===== src/rtl/dino_motion_ctrl.sv =====
`default_nettype none
// ============================================================================
// Module   : dino_motion_ctrl
// Runner-character FSM (stop/run/duck/jump/die) with fixed-point jump physics.
// Optional feature macro: DINO_DOUBLE_JUMP_EN (one mid-air re-launch per jump).
// Revision : 1.0
// ============================================================================
module dino_motion_ctrl #(
    parameter int X_POS       = 20,
    parameter int Y_W         = 9,
    parameter int GROUND_Y    = 400,
    parameter int DUCK_DY     = 17,
    parameter int FRAC_BITS   = 1,
    parameter int V0          = 10,
    parameter int G           = 1,
    parameter int G_FAST      = 3,
    parameter int V_CUT       = 3,
    parameter int ANIM_W      = 8,
    parameter int ANIM_BIT    = 3,
    parameter int SPARKLE_BIT = 7
) (
    input  logic           clk_25MHz,
    input  logic           rst,
    input  logic           phys_tick,
    input  logic           anim_tick,
    input  logic           start,
    input  logic           restart,
    input  logic           up,
    input  logic           down,
    input  logic           kill,
    output logic [9:0]     x,
    output logic [Y_W-1:0] y,
    output logic [2:0]     state,
    output logic           anim_frame,
    output logic           sparkle,
    output logic           airborne,
    output logic           landed
);

    localparam int HW = Y_W + FRAC_BITS + 2;

    localparam logic signed [HW-1:0] V0_S       = HW'(V0);
    localparam logic signed [HW-1:0] G_S        = HW'(G);
    localparam logic signed [HW-1:0] G_FAST_S   = HW'(G_FAST);
    localparam logic signed [HW-1:0] V_CUT_S    = HW'(V_CUT);
    localparam logic signed [HW-1:0] H_MAX      = HW'(GROUND_Y << FRAC_BITS);
    localparam logic signed [HW:0]   H_MAX_X    = (HW+1)'(GROUND_Y << FRAC_BITS);
    localparam logic signed [HW-1:0] Y_GROUND_H = HW'(GROUND_Y);
    localparam logic [Y_W-1:0]       Y_GROUND   = Y_W'(GROUND_Y);
    localparam logic [Y_W-1:0]       Y_DUCK     = Y_W'(GROUND_Y + DUCK_DY);

    typedef enum logic [2:0] {
        ST_STOP = 3'b000,
        ST_RUN  = 3'b001,
        ST_DUCK = 3'b010,
        ST_JUMP = 3'b011,
        ST_DIE  = 3'b110
    } state_t;

    state_t                 st, nx_state;
    logic signed [HW-1:0]   h, v, nx_h, nx_v, v_c, h_sat;
    logic signed [HW:0]     h_sum;
    logic [Y_W-1:0]         nx_y;
    logic [ANIM_W-1:0]      cnt, nx_cnt;
    logic                   armed, nx_armed, nx_landed;
`ifdef DINO_DOUBLE_JUMP_EN
    logic                   dbl, nx_dbl;
`endif

    always_comb begin
        nx_state  = st;
        nx_h      = h;
        nx_v      = v;
        nx_y      = y;
        nx_cnt    = cnt;
        nx_landed = 1'b0;
        nx_armed  = armed | ~up;
`ifdef DINO_DOUBLE_JUMP_EN
        nx_dbl    = dbl;
`endif
        // Physics step terms: early-release clamp, then integrate with saturation.
        v_c   = (!up && (v > V_CUT_S)) ? V_CUT_S : v;
        h_sum = {h[HW-1], h} + {v_c[HW-1], v_c};
        h_sat = (h_sum > H_MAX_X) ? H_MAX : h_sum[HW-1:0];

        if (restart && (st != ST_STOP)) begin
            nx_state = ST_RUN;
            nx_h     = '0;
            nx_v     = '0;
            nx_y     = Y_GROUND;
`ifdef DINO_DOUBLE_JUMP_EN
            nx_dbl   = 1'b0;
`endif
        end else if (kill && (st inside {ST_RUN, ST_DUCK, ST_JUMP})) begin
            nx_state = ST_DIE;
            nx_cnt   = '0;
        end else begin
            case (st)
                ST_STOP: begin
                    if (anim_tick) nx_cnt = cnt + ANIM_W'(1);
                    if (start)     nx_state = ST_RUN;
                end
                ST_RUN: begin
                    if (anim_tick) nx_cnt = cnt + ANIM_W'(1);
                    if (up && !down && armed) begin
                        nx_state = ST_JUMP;
                        nx_h     = '0;
                        nx_v     = V0_S;
                        nx_armed = 1'b0;
                    end else if (down && !up) begin
                        nx_state = ST_DUCK;
                        nx_y     = Y_DUCK;
                    end
                end
                ST_DUCK: begin
                    if (anim_tick) nx_cnt = cnt + ANIM_W'(1);
                    if (!down) begin
                        nx_state = ST_RUN;
                        nx_y     = Y_GROUND;
                    end
                end
                ST_JUMP: begin
`ifdef DINO_DOUBLE_JUMP_EN
                    if (up && armed && !dbl) begin
                        nx_v     = V0_S;
                        nx_armed = 1'b0;
                        nx_dbl   = 1'b1;
                    end else
`endif
                    if (phys_tick) begin
                        if ((v_c < 0) && (h_sum <= 0)) begin
                            nx_h      = '0;
                            nx_v      = '0;
                            nx_landed = 1'b1;
                            nx_state  = down ? ST_DUCK : ST_RUN;
                            nx_y      = down ? Y_DUCK : Y_GROUND;
`ifdef DINO_DOUBLE_JUMP_EN
                            nx_dbl    = 1'b0;
`endif
                        end else begin
                            nx_h = h_sat;
                            nx_v = v_c - (down ? G_FAST_S : G_S);
                            nx_y = Y_W'(Y_GROUND_H - (h_sat >>> FRAC_BITS));
                        end
                    end
                end
                ST_DIE: ;
                default: nx_state = ST_STOP;
            endcase
        end
    end

    always_ff @(posedge clk_25MHz or posedge rst) begin
        if (rst) begin
            st       <= ST_STOP;
            h        <= '0;
            v        <= '0;
            y        <= Y_GROUND;
            cnt      <= '0;
            landed   <= 1'b0;
            armed    <= 1'b1;
            airborne <= 1'b0;
`ifdef DINO_DOUBLE_JUMP_EN
            dbl      <= 1'b0;
`endif
        end else begin
            st       <= nx_state;
            h        <= nx_h;
            v        <= nx_v;
            y        <= nx_y;
            cnt      <= nx_cnt;
            landed   <= nx_landed;
            armed    <= nx_armed;
            airborne <= (nx_state == ST_JUMP);
`ifdef DINO_DOUBLE_JUMP_EN
            dbl      <= nx_dbl;
`endif
        end
    end

    assign x          = 10'(X_POS);
    assign state      = st;
    assign anim_frame = cnt[ANIM_BIT];
    assign sparkle    = cnt[SPARKLE_BIT];

endmodule
`default_nettype wire

===== config.mk =====
export PLATFORM = sky130hd
export DESIGN_NAME = dino_motion_ctrl
export DESIGN_NICKNAME = d
export VERILOG_FILES = /design/src/rtl/dino_motion_ctrl.sv
export SDC_FILE = /design/constraint.sdc
export NUM_CORES = 1
export LEC_CHECK = 0
export ABC_CLOCK_PERIOD_IN_PS = 4540
export CORE_ASPECT_RATIO = 1.4
export CORE_MARGIN = 2
export CORE_UTILIZATION = 45
export CTS_BUF_LIST = sky130_fd_sc_hd__clkbuf_4 sky130_fd_sc_hd__clkbuf_8
export CTS_CLUSTER_DIAMETER = 100
export CTS_CLUSTER_SIZE = 8
export DETAILED_ROUTE_END_ITERATION = 12
export PLACE_DENSITY = 0.73
export SLEW_MARGIN = 40
export SYNTH_ARGS = -nofsm -noshare
export SYNTH_HDL_FRONTEND = slang
export SYNTH_SLANG_ARGS = --single-unit
export TNS_END_PERCENT = 100

===== constraint.sdc =====
create_clock -name clk_25MHz -period 4.54 [get_ports clk_25MHz]
set_input_delay 0.681 -clock clk_25MHz [delete_from_list [all_inputs] [get_ports clk_25MHz]]
set_output_delay 0.681 -clock clk_25MHz [all_outputs]
set_load 0.02 [all_outputs]

==> impl_metrics.toml <==
[synth]
synth_cell_types = 66
synth_mux_area_share_pct = 0.279
ys_warn_count = 0
yosys_most_used_dff = "dfrtp_1"
synth_edf_count = 0
synth.ff_latch_count = 47
synth_top_family_by_area = "compound AO/OA/AOI/OAI gates"
yosys.area.top_type_share_pct = 30.0
synthCells = 422
syn_area_sq_um = 3590
synth_xor_xnor_area_share_pct = 7.29
yosys.area.top_type = "dfrtp_1"
synth_compound_area_share_pct = 26.4
synthArstFlopShare_pct = 100
syn_avg_cell_area_sq_um = 8.50
synthSimpleGateAreaFrac_pct = 20.7
ys_top_cells_by_count = "dfrtp_1 (43), nor2_1 (43), nand2_1 (33), o21ai_0 (28), a21oi_1 (20)"
ys_seq_area_share_pct = 32.9
synth_area_leaders = "dfrtp_1 (30%), nor2_1 (4.5%), ha_1 (4.2%), a22o_1 (4.1%), xnor2_1 (4.1%)"
synthAdderAreaFrac_pct = 6.14

[power_and_ir_drop]
ir_drop_uv = 264
total_power_uw = 2210
powerDensity_nw_per_um2 = 514
leakage_uw = 0.00195

[placement]
dp_hpwl_mm = 7.08
port_buffers = 24
finalWeightedCongestion = 0.900
post-place-ws_ns = -0.282

[layout]
fin_nets = 498
syn2layout_area_growth_pct = 19.9
regArea_sq_um = 1180
multiInputGateArea_sq_um = 2280
n_antenna_cell = 0
fillerInstances = 700
drive_above_1_share_pct = 17.7

[sta]
min_period_ns = 4.40
final.setup.tns_ns = 0
finClkSkew_ns = 0.00965
max_clock_freq_ghz = 0.227
finalCritPeriodShare_pct = 97.0
setup_viol = 0
hold_violations = 0
maxSlewViolCount = 0
layout_setup_ws_ns = 0.137
relSlewSlack_pct = 60.0
worst_pin_slew_ns = 0.601

[drt]
drt-initial-drc-count = 200
routed_wl_mm = 9.53
ant_nets = 0
drc_errors = 0
first_pass_iters = 4
wl_per_cell_um = 16.6
viasPerCell = 5.86
vias = 3369

[worst_setup_path]
path_cells = "clkdlybuf4s50_1 -> or2_2 -> a21oi_2 -> or2_2 -> ha_2 -> inv_1 -> fa_2 -> and3b_2 -> a311oi_4 -> o211ai_2 -> buf_4 -> buf_4 -> a22oi_1 -> or3_4 -> a2bb2oi_2 -> o21ai_1 -> ha_2 -> a31oi_4 -> o21a_1 -> o21a_1 -> o31ai_1"
slowest_stage = "clkdlybuf4s50_1"
startpoint_type = "primary input"
cp.required_ns = 4.75
worst_ep_arrival_time_ns = 4.61
critPathMaxStageDelay_ns = 0.42
worstSetupPathType = "in2reg"
end_kind = "register"
crit_fanout = 4
r2r_slack_ns = 0.19

[die]
dieArea_sq_um = 8710
ios = 35
die_w_um = 79.5
core_area_sq_um = 7750
fp.dieH_um = 110
initial_core_util_pct = 46.3
placementRows = 38

[cts]
cts_max_path_buffers = 2
path_clk_slew_ns = 0.09
cts_tree = "done"
cts_buffers = 5
cts_root_buf = "clkbuf_8"
htree_levels = 2
insertion_delay_ns = 0.30
numClockSinks = 47

[worst_hold_path]
hold_class = "reg2reg"

[global_routing]
use_met1_pct = 26.0
grt_pass1_vias = 3288
grt-busiest-layer = "met2"
grt_max_degree = 48
gr-usage-all-layers_pct = 22.8
antenna_found_initial = 0
grt_pass1_wl_mm = 15.6
use_met2_pct = 42.3
met3_usage_pct = 2.46
grt-ovfl-total = 0

[status]
status = "completed"

[job]
cap_violations = 0
## state kept, by name, indices dropped and copies added (netlist names)
name and flops:
armed 1, cnt 8, v 12, airborne 1
landed 1, y 9, h 12, state 3
## timing repair
action	4_1_cts	5_1_grt
resized for setup	0	14
endpoints found under the setup margin	0	6
buffers inserted	0	3
hold buffers	0	0
## cell type report
class,instances,area share (%)
inverters,15,1.37
multi-input cells,338,53.0
flip-flops and latches,47,27.4
clock buffers,6,1.92
repair buffers,68,13.3
clock inverters,1,0.116
well taps,100,2.91
## metrics by stage
step	util [%]	hold WS (ns)	instances	area, sq um
CTS	54.5	0.501	572	4220
finish	55.5	0.504	575	4300
global route	55.5	0.532	575	4300
detailed placement	53.4	0.484	565	4140
floorplan	-	0.442	430	3620
global placement	53.3	0.470	565	4130
## critical path, delay by kind of cell
family,cells,cell delay (ns)
buffers and inverters,4,0.72
adder cells (fa/ha/maj),3,0.77
AND/OR/NAND/NOR,4,1.12
AO/OA/AOI/OAI,10,1.34
## path summary, 6_finish.rpt
| check | cells after the start | to | startpoint |
|---|---|---|---|
| setup / recovery | 21 | y[6]$_DFFE_PP0P_ | up |
| hold / removal | 2 | armed$_DFF_PP1_ | armed$_DFF_PP1_ |
| setup reg to reg | 20 | y[8]$_DFFE_PP1P_ | v[2]$_DFFE_PP0P_ |
| hold reg to reg | 2 | armed$_DFF_PP1_ | armed$_DFF_PP1_ |
| max in group asynchronous | 2 | v[9]$_DFFE_PP0P_ | rst |
| min in group asynchronous | 2 | cnt[3]$_DFFE_PP0P_ | rst |
## cells by family (layout without fill, tap and decap cells)
group | count (synthesis) | in the layout
compound gates | 132 | 132
buf+inv | 45 | 90
fa+ha+maj | 17 | 17
simple gates | 149 | 149
xor+xnor | 29 | 29
other cells | 2 | 10
mux | 1 | 1
flops | 47 | 47
## report_power, final
part	switching [uW]	leakage [uW]	total (uW)	internal, uW
sequential	112	0.000623	624	512
combinational	736	0.00128	1320	585
clock	147	0.0000470	267	120
## per-layer routing
layer | vias up | routed length, um
met1 | 1641 | 3800
met3 | 20 | 351
met4 | 0 | 280
li1 | 1616 | -
met2 | 92 | 5090
met5 | - | 0
## layout by cell type, fill, tap and decap left out, types with 2 or more instances in the layout
cell,instances
a21oi_1,19
and3_1,4
dfrtp_1,43
xor2_1,11
or3_1,5
nand3_1,8
o311ai_0,3
xnor2_1,17
o21bai_1,2
nor3_1,9
clkdlybuf4s50_1,24
a31oi_1,5
or3_4,4
o21a_1,9
nand2_1,33
nand4_1,3
a21o_1,5
maj3_1,3
o2111ai_1,2
inv_1,14
o22ai_1,5
nand2b_1,8
ha_1,10
conb_1,10
nor2_1,42
o21ai_1,2
o211ai_1,9
and2_1,10
buf_4,44
ha_2,2
clkbuf_8,6
nor2b_1,4
nor3b_1,3
or2_2,7
o21ai_0,27
o31ai_1,6
dfstp_2,4
a22o_1,17
(Power assumes the default switching activity.)
